<file path="config.mk">
export PLATFORM = sky130hd
export DESIGN_NAME = instmem_arbiter_flat
export DESIGN_NICKNAME = d
export VERILOG_FILES = /design/src/rtl/instmem_arbiter_if.sv /design/src/rtl/instmem_arbiter.sv /design/src/flat_wrapper.sv
export SDC_FILE = /design/constraint.sdc
export NUM_CORES = 1
export LEC_CHECK = 0
export BUFFER_PORTS_ARGS = -buffer_cell sky130_fd_sc_hd__buf_2
export CAP_MARGIN = 5
export CORE_AREA = 8 8 83 85
export DETAILED_ROUTE_END_ITERATION = 8
export DIE_AREA = 0 0 91 93
export GPL_TIMING_DRIVEN = 1
export PLACE_DENSITY = 0.68
export SYNTH_ARGS = -nofsm -noshare
export SYNTH_HDL_FRONTEND = slang
export SYNTH_SLANG_ARGS = --single-unit
export TNS_END_PERCENT = 50
</file>
<file path="constraint.sdc">
create_clock -name clk -period 2.3 [get_ports clk]
set_input_delay 0.46 -clock clk [delete_from_list [all_inputs] [get_ports clk]]
set_output_delay 0.46 -clock clk [all_outputs]
set_load 0.01 [all_outputs]
</file>
<file path="src/rtl/instmem_arbiter_if.sv">
// Bus bundle between the instruction-memory arbiter, its two requesters
// (fetch and loader) and the single-read/single-write memory block.
interface instmem_arbiter_if #(
  parameter int unsigned WIDTH  = 32,
  parameter int unsigned ADDR_W = 7
);
  logic              f_req;
  logic [ADDR_W-1:0] f_addr;
  logic              f_gnt;
  logic              f_rvalid;
  logic [WIDTH-1:0]  f_rdata;

  logic              l_req;
  logic              l_we;
  logic [ADDR_W-1:0] l_addr;
  logic [WIDTH-1:0]  l_wdata;
  logic              l_lock;
  logic              l_gnt;
  logic              l_rvalid;
  logic [WIDTH-1:0]  l_rdata;

  logic              we0;
  logic [ADDR_W-1:0] rd_addr0;
  logic [ADDR_W-1:0] wr_addr0;
  logic [WIDTH-1:0]  wr_din0;
  logic [WIDTH-1:0]  rd_dout0;

  // Arbiter view
  modport slave (
    input  f_req, f_addr, l_req, l_we, l_addr, l_wdata, l_lock, rd_dout0,
    output f_gnt, f_rvalid, f_rdata, l_gnt, l_rvalid, l_rdata,
    output we0, rd_addr0, wr_addr0, wr_din0
  );

  // Requester/memory environment view
  modport master (
    output f_req, f_addr, l_req, l_we, l_addr, l_wdata, l_lock, rd_dout0,
    input  f_gnt, f_rvalid, f_rdata, l_gnt, l_rvalid, l_rdata,
    input  we0, rd_addr0, wr_addr0, wr_din0
  );
endinterface

</file>
<file path="src/rtl/instmem_arbiter.sv">
// Two-requester arbiter for the instruction memory: loader writes go straight
// to the write port, reads share the read port round-robin with 1-cycle latency.
// Optional exclusive loader locking is compiled in with INSTMEM_ARB_LOCK_EN.
module instmem_arbiter #(
  parameter int unsigned WIDTH  = 32,
  parameter int unsigned DEPTH  = 128,
  parameter int unsigned ADDR_W = 7
) (
  input logic             clk,
  input logic             rst,
  instmem_arbiter_if.slave bus
);

  localparam int unsigned ADDR_SPAN = 2 ** ADDR_W;

  if (ADDR_SPAN != DEPTH) begin : g_bad_depth
    $error("instmem_arbiter: DEPTH must equal 2**ADDR_W");
  end

  typedef enum logic {
    ARB    = 1'b0,
    LOCKED = 1'b1
  } state_t;

  state_t            r_state;
  logic              r_last_rd;
  logic              r_f_rvalid;
  logic              r_l_rvalid;
  logic [ADDR_W-1:0] r_rd_addr;

  logic              w_wr;
  logic              w_hazard;
  logic              w_f_blk;
  logic              w_f_elig;
  logic              w_l_elig;
  logic              w_f_gnt;
  logic              w_l_rd_gnt;
  logic [ADDR_W-1:0] w_rd_addr;

  assign w_wr     = !rst && bus.l_req && bus.l_we;
  // A fetch must not read a word that is being written in the same cycle
  assign w_hazard = w_wr && (bus.l_addr == bus.f_addr);

`ifdef INSTMEM_ARB_LOCK_EN
  logic r_lock_q;
  // Once lock has been held a full cycle, stop new fetch reads so LOCKED can be entered
  assign w_f_blk = (r_state == LOCKED) || (bus.l_lock && r_lock_q);
`else
  assign w_f_blk = (r_state == LOCKED);
`endif

  assign w_f_elig   = !rst && bus.f_req && !w_hazard && !w_f_blk;
  assign w_l_elig   = !rst && bus.l_req && !bus.l_we;
  assign w_f_gnt    = w_f_elig && (!w_l_elig || r_last_rd);
  assign w_l_rd_gnt = w_l_elig && (!w_f_elig || !r_last_rd);
  assign w_rd_addr  = w_f_gnt    ? bus.f_addr :
                      w_l_rd_gnt ? bus.l_addr : r_rd_addr;

  assign bus.f_gnt    = w_f_gnt;
  assign bus.l_gnt    = w_wr || w_l_rd_gnt;
  assign bus.we0      = w_wr;
  assign bus.wr_addr0 = w_wr ? bus.l_addr : '0;
  assign bus.wr_din0  = w_wr ? bus.l_wdata : '0;
  assign bus.rd_addr0 = w_rd_addr;
  assign bus.f_rvalid = r_f_rvalid;
  assign bus.l_rvalid = r_l_rvalid;
  assign bus.f_rdata  = bus.rd_dout0;
  assign bus.l_rdata  = bus.rd_dout0;

  // Owner tracking, round-robin history, read-address hold and lock FSM
  always_ff @(posedge clk or posedge rst) begin
    if (rst) begin
      r_state    <= ARB;
      r_last_rd  <= 1'b1;
      r_f_rvalid <= 1'b0;
      r_l_rvalid <= 1'b0;
      r_rd_addr  <= '0;
`ifdef INSTMEM_ARB_LOCK_EN
      r_lock_q   <= 1'b0;
`endif
    end else begin
      r_f_rvalid <= w_f_gnt;
      r_l_rvalid <= w_l_rd_gnt;
      r_rd_addr  <= w_rd_addr;
      if (w_f_gnt) begin
        r_last_rd <= 1'b0;
      end else if (w_l_rd_gnt) begin
        r_last_rd <= 1'b1;
      end
`ifdef INSTMEM_ARB_LOCK_EN
      r_lock_q <= bus.l_lock;
      case (r_state)
        ARB:     if (bus.l_lock && !w_f_gnt) r_state <= LOCKED;
        LOCKED:  if (!bus.l_lock) r_state <= ARB;
        default: r_state <= ARB;
      endcase
`else
      r_state <= ARB;
`endif
    end
  end

endmodule

</file>
<file path="src/flat_wrapper.sv">
// flat-port wrapper written by rule: the top's interface ports become plain ports
module instmem_arbiter_flat 
#(
  parameter int unsigned WIDTH  = 32,
  parameter int unsigned DEPTH  = 128,
  parameter int unsigned ADDR_W = 7
)
  (clk, rst, bus_f_req, bus_f_addr, bus_l_req, bus_l_we, bus_l_addr, bus_l_wdata, bus_l_lock, bus_rd_dout0, bus_f_gnt, bus_f_rvalid, bus_f_rdata, bus_l_gnt, bus_l_rvalid, bus_l_rdata, bus_we0, bus_rd_addr0, bus_wr_addr0, bus_wr_din0);
  instmem_arbiter_if #(.WIDTH(WIDTH), .ADDR_W(ADDR_W)) bus_i ();
  input logic clk;
  input logic rst;
  input wire logic [$bits(bus_i.f_req)-1:0] bus_f_req;
  input wire logic [$bits(bus_i.f_addr)-1:0] bus_f_addr;
  input wire logic [$bits(bus_i.l_req)-1:0] bus_l_req;
  input wire logic [$bits(bus_i.l_we)-1:0] bus_l_we;
  input wire logic [$bits(bus_i.l_addr)-1:0] bus_l_addr;
  input wire logic [$bits(bus_i.l_wdata)-1:0] bus_l_wdata;
  input wire logic [$bits(bus_i.l_lock)-1:0] bus_l_lock;
  input wire logic [$bits(bus_i.rd_dout0)-1:0] bus_rd_dout0;
  output wire logic [$bits(bus_i.f_gnt)-1:0] bus_f_gnt;
  output wire logic [$bits(bus_i.f_rvalid)-1:0] bus_f_rvalid;
  output wire logic [$bits(bus_i.f_rdata)-1:0] bus_f_rdata;
  output wire logic [$bits(bus_i.l_gnt)-1:0] bus_l_gnt;
  output wire logic [$bits(bus_i.l_rvalid)-1:0] bus_l_rvalid;
  output wire logic [$bits(bus_i.l_rdata)-1:0] bus_l_rdata;
  output wire logic [$bits(bus_i.we0)-1:0] bus_we0;
  output wire logic [$bits(bus_i.rd_addr0)-1:0] bus_rd_addr0;
  output wire logic [$bits(bus_i.wr_addr0)-1:0] bus_wr_addr0;
  output wire logic [$bits(bus_i.wr_din0)-1:0] bus_wr_din0;
  assign bus_i.f_req = bus_f_req;
  assign bus_i.f_addr = bus_f_addr;
  assign bus_i.l_req = bus_l_req;
  assign bus_i.l_we = bus_l_we;
  assign bus_i.l_addr = bus_l_addr;
  assign bus_i.l_wdata = bus_l_wdata;
  assign bus_i.l_lock = bus_l_lock;
  assign bus_i.rd_dout0 = bus_rd_dout0;
  assign bus_f_gnt = bus_i.f_gnt;
  assign bus_f_rvalid = bus_i.f_rvalid;
  assign bus_f_rdata = bus_i.f_rdata;
  assign bus_l_gnt = bus_i.l_gnt;
  assign bus_l_rvalid = bus_i.l_rvalid;
  assign bus_l_rdata = bus_i.l_rdata;
  assign bus_we0 = bus_i.we0;
  assign bus_rd_addr0 = bus_i.rd_addr0;
  assign bus_wr_addr0 = bus_i.wr_addr0;
  assign bus_wr_din0 = bus_i.wr_din0;
  instmem_arbiter #(.WIDTH(WIDTH), .DEPTH(DEPTH), .ADDR_W(ADDR_W)) u_core (.clk(clk), .rst(rst), .bus(bus_i));
endmodule
</file>
==> impl_metrics.yaml, run 1 <==
setup_path:
  arrival_ns: 1.88
  startpoint_type: "input pin"
  endpoint_kind: "output port"
  path_max_fanout: 8
  crit_required_ns: 1.84
  critPathKind: "input pin to output port"
final_layout:
  layout_commonest_cell: "buf_2"
  drive_gt1_share_pct: 66.50
  insertedDiodeCount: 0
  final_nets: 288
  area_growth_pct: 23.55
  final_cell_mix: "buf_2, and2_1, buf_6, buf_4, dfrtp_1"
place:
  io_buffers: 101
  place_congestion: 0.7031
  place_hpwl_mm: 3.332
sta:
  skew_ns: 0.004168
  min_period_ns: 2.335
  rsz0062_at_grt: "yes"
  finalHoldViolCount: 0
  slew_viol_final: 0
  setup_ws_ns: -0.03522
  holdWs_ns: 0.2406
  max_freq_mhz: 428.2
  tightestPinTransition_ns: 0.4336
  setup_violations: 7
  slew_headroom_pct: 71.06
  fin_crit_sh_pct: 101.5
status:
  status: "finished with violations"
  violations: "negative setup slack"
floorplanning:
  rows: 28
  start_util_pct: 23.88
  dieArea_um2: 8463
  ios: 199
  die_h_um: 93
  fp.dieW_um: 91
  core_um2: 5675
worst_hold_path:
  hold_path_class: "input pin to asynchronous set/reset pin"
pwr:
  total_power_w: 0.0007381
  leakage_nw: 0.9665
  p_switching_w: 0.0002016
  intPower_w: 0.0005365
  pwr-share-clk_pct: 30.2
  ir_drop_mv: 0.1309
  share_comb_of_total_power_pct: 39.9
  p_per_area_nw_per_um2: 440.9
  pwr-share-seq_pct: 29.9
  switching_share_pct: 27.32
clock_tree:
  path_clk_slew_ns: 0.05
  cts_buffers: 3
  cts_sinks: 10
  clk_latency_ns: 0.24
  root_buffer: "clkbuf_8"
  clock_path_buffers: 2
  cts_tree: "done"
  h-tree-depth: 1
synth:
  yosys_register_bits: 10
  ys_types: 23
  yosys-top-cells-area: "buf_4, and2_1, dfrtp_1"
  synth.avg_cell_area_um2: 8.686
  synth_cells: 156
  yosys.area.top_type: "buf_4"
  synth_nets: 240
  seq_area_frac_synth_pct: 18.56
  syn_area_um2: 1355
  yosysTopAreaCellShare_pct: 35.46
  yosysWarnings: 0
global_routing:
  grt_max_degree: 41
  antenna_found_initial: 0
  gr-total-overflow: 0
  grt_usage_pct: 8.916
  grt_pass1_vias: 1128
  grt_pass1_wl_mm: 6.072
drt:
  via_per_inst: 3.680
  drc_errors: 0
  drt_iter0_drc: 22
  routed-via-count: 1023
  drtPass1Iterations: 3
  wirelength_mm: 3.945
  routedWlPerCell_um: 14.19
  ant_nets: 0
job:
  maxCapViolCount: 0
==> cell type report <==
type,count,area (um2)
Timing Repair Buffer,112,663.1
Multi-Input combinational cell,73,595.6
Inverter,4,15.01
Fill cell,631,4001
Tap cell,75,93.84
Sequential cell,10,251.5
Clock buffer,4,55.05
==> flip-flops by register name, indices dropped and copies added, names as in the netlist <==
register             flops
u_core.bus.f_rvalid      1
u_core.bus.l_rvalid      1
u_core.r_rd_addr         7
u_core.r_last_rd         1
==> what timing repair did <==
item,in CTS,in global routing
endpoints found under the setup margin,7,7
gates resized for setup,12,0
hold buffers,0,0
pin swaps,4,2
setup buffers,1,0
==> through the flow <==
stage | instance area, um2 | instances | worst slack [ns] | TNS [ns] | util, %
after global routing | 1674 | 278 | -0.1356 | -0.8748 | 29.50
after CTS | 1674 | 278 | -0.07089 | -0.4796 | 29.50
after floorplan | 1355 | 156 | 0.1897 | 0 | -
final | 1674 | 278 | -0.03522 | -0.2142 | 29.50
after detailed placement | 1535 | 273 | -0.1305 | -0.8925 | 27.05
after global placement | 1535 | 273 | -0.07012 | -0.4673 | 27.05
==> cells by family after synthesis <==
logic type	after synthesis	synth area share [%]
buffers and inverters	73	38.50
xor gates and xnor gates	7	4.525
DFF	10	18.56
and+or+nand+nor	48	22.44
muxes	14	13.57
AOI/OAI and AO/OA	4	2.401
==> synthesized netlist by cell type (all sizes together) <==
master	instances
nand2b	1
and2b	1
a41oi	1
buf	65
and4	1
clkbuf	4
and2	39
nor3	1
a311oi	1
nand2	1
mux2	14
nor4	1
and3b	1
nor2	2
a211o	1
a31oi	1
dfstp	1
inv	4
dfrtp	9
xor2	4
xnor2	3
==> metal layers <==
metal,GRT usage (%),up-vias,routed length (um)
met5,0,-,0
li1,-,520,-
met4,1.910,0,42
met2,15.05,44,1921
met3,4.968,13,437
met1,9.580,446,1544
==> worst paths after layout <==
kind / from / end / slack [ns] / cells after the start
min in group clk: bus_f_addr[3] / u_core.r_rd_addr[3] / 0.48 / 2
max: bus_l_addr[3] / bus_rd_addr0[4] / -0.04 / 8
min reg2reg: u_core.r_last_rd / u_core.r_last_rd / 0.53 / 2
max in group asynchronous: rst / u_core.r_last_rd / 1.73 / 2
min: rst / u_core.bus.l_rvalid / 0.24 / 2
max reg2reg: u_core.r_last_rd / u_core.r_rd_addr[0] / 0.72 / 5
==> power groups by stage <==
stage	clock (W)	combinational, W	sequential, W
floorplan	0	0.000251	0.000222
CTS	0.000237	0.000300	0.000221
global route	0.000242	0.000322	0.000225
finish	0.000223	0.000294	0.000221
detailed placement	0	0.000258	0.000224
global placement	0	0.000253	0.000223
==> critical path, stage by stage <==
cell and delay (ns):
buf_6 0.09, xor2_1 0.16, nor4_2 0.28, buf_4 0.15
a211o_1 0.15, buf_12 0.14, mux2_4 0.31, buf_6 0.13
Note: power is estimated with default switching activity, not from simulation.
==> run 2: changes to the inputs <==
clock period = 2.4 ns   (was 2.3 ns; I/O delays follow)
==> run 2 against run 1 <==
  * The run still ends with negative setup slack left
  * Cell area fell by 0.45%
  * Critical path depth did not move
  * Combinational power fell by 3%
  * Register-to-register slack improved by 0.10 ns
  * Non-clock buffer count fell by 1
  * Worst hold slack improved by 0.013 ns
  * Via count rose by 1.7%
  * Sequential share of layout area rose by 0.068 points
  * Clock-buffer cell count did not move
  * Die area did not move
  * Clock skew fell by 0.0038 ns
  * Critical path type unchanged
==> impl_metrics.yaml, run 2 (synthesized netlist as in run 1, its figures left out) <==
global_routing:
  grt_usage_pct: 8.839
  antenna_found_initial: 0
  grt_pass1_wl_mm: 6.092
  grt_pass1_vias: 1155
  grt_max_degree: 41
  gr-total-overflow: 0
drt:
  drt_iter0_drc: 10
  drc_errors: 0
  via_per_inst: 3.755
  routedWlPerCell_um: 14.12
  routed-via-count: 1040
  drtPass1Iterations: 2
  wirelength_mm: 3.911
  ant_nets: 0
clock_tree:
  root_buffer: "clkbuf_8"
  h-tree-depth: 1
  clk_latency_ns: 0.23
  path_clk_slew_ns: 0.05
  cts_sinks: 10
  cts_tree: "done"
  cts_buffers: 3
  clock_path_buffers: 2
worst_hold_path:
  hold_path_class: "input pin to asynchronous set/reset pin"
final_layout:
  largest_reg_flops: 7
  final_area_um2: 1667
  insertedDiodeCount: 0
  stdcell_count: 277
  layout_commonest_cell: "buf_2"
  area_growth_pct: 22.99
  final_cell_mix: "buf_2, and2_1, buf_6"
  postLayoutCoreUtil_pct: 29.37
  regMostFlops: "u_core.r_rd_addr"
  drive_gt1_share_pct: 66.34
  final_nets: 287
floorplanning:
  dieArea_um2: 8463
  ios: 199
  die_h_um: 93
  rows: 28
  core_um2: 5675
  start_util_pct: 23.88
  fp.dieW_um: 91
setup_path:
  cpMaxStageDelayCell: "mux2_4"
  path_cells: "buf_6 > xor2_1 > nor4_2 > buf_4 > a211o_1 > buf_12 > mux2_4 > buf_6"
  critPathTopFamily: "buffers and inverters"
  reg2reg_depth: 5
  worst_r2r_endpoint: "u_core.r_rd_addr[5]"
  crit_start: "bus_l_addr[3]"
  endpoint: "bus_rd_addr0[4]"
  cp_num_buf_inv: 4
  path_max_fanout: 8
  startpoint_type: "input pin"
  endpoint_kind: "output port"
  crit_required_ns: 1.92
  critPathKind: "input pin to output port"
  reg2reg_from: "u_core.r_last_rd"
  cpPeakStageDelay_ns: 0.32
  arrival_ns: 1.92
  rrSetupSlack_ns: 0.82
  cp_common_cell: "buf_6"
  path_depth: 8
sta:
  setup_violations: 1
  slew_viol_final: 0
  slew_headroom_pct: 72.56
  tightestPinTransition_ns: 0.4111
  rsz0062_at_grt: "yes"
  setup_ws_ns: -0.0007845
  min_period_ns: 2.401
  finalHoldViolCount: 0
  max_freq_mhz: 416.5
  fin_crit_sh_pct: 100.0
  skew_ns: 0.0003248
place:
  place_congestion: 0.7149
  place_area_um2: 1520
  dp_cells: 271
  io_buffers: 101
  place_hpwl_mm: 3.321
  dp_slack_ns: -0.06503
pwr:
  ir_drop_mv: 0.1206
  leakage_nw: 0.9617
  p_per_area_nw_per_um2: 422.3
status:
  status: "finished with violations"
  violations: "negative setup slack"
job:
  maxCapViolCount: 0
run 2: final cells by class:
class | count | area, um2
flip-flops and latches | 10 | 251.5
fillers | 615 | 4009
well taps | 75 | 93.84
multi-input cells | 73 | 595.6
clock buffers | 4 | 55.05
repair buffers | 111 | 655.6
inverters | 4 | 15.01
run 2: timing repair:
action | in CTS | in global routing
resized for setup | 12 | 0
setup endpoints to repair | 7 | 7
hold buffers | 0 | 0
endpoints found under the hold margin | 0 | 0
buffers inserted | 1 | 1
pin swaps | 4 | 0
run 2: routing by layer:
layer	track usage, %	wire [um]	up-vias
li1	-	-	517
met1	9.697	1563	464
met2	14.75	1876	46
met3	4.808	429	13
met4	1.910	42	0
met5	0	0	-
run 2: metrics by stage:
step / TNS [ns] / hold slack [ns] / power, W
6_report: -0.0007845 / 0.2541 / 0.0007037
5_1_grt: -0.5399 / 0.2993 / 0.0007598
4_1_cts: -0.1001 / 0.2707 / 0.0007175
3_5_place_dp: -0.4381 / 0.5228 / 0.0004604
3_3_place_gp: -0.04919 / 0.5139 / 0.0004531
2_1_floorplan: 0 / 0.3195 / 0.0004524
run 2: power by group:
group	internal, W	switching (W)	leakage, nW
registers	0.000201	0.0000116	0.119
logic	0.000171	0.000113	0.814
clock network	0.000144	0.0000634	0.0288
run 2: worst min-delay path by stage:
stage	from	to	slack [ns]
after floorplan	rst	u_core.bus.f_rvalid	0.32
after global placement	rst	u_core.r_rd_addr[4]	0.51
after detailed placement	rst	u_core.r_rd_addr[4]	0.52
after CTS	rst	u_core.bus.l_rvalid	0.27
after global routing	rst	u_core.bus.l_rvalid	0.30
final	rst	u_core.bus.l_rvalid	0.25
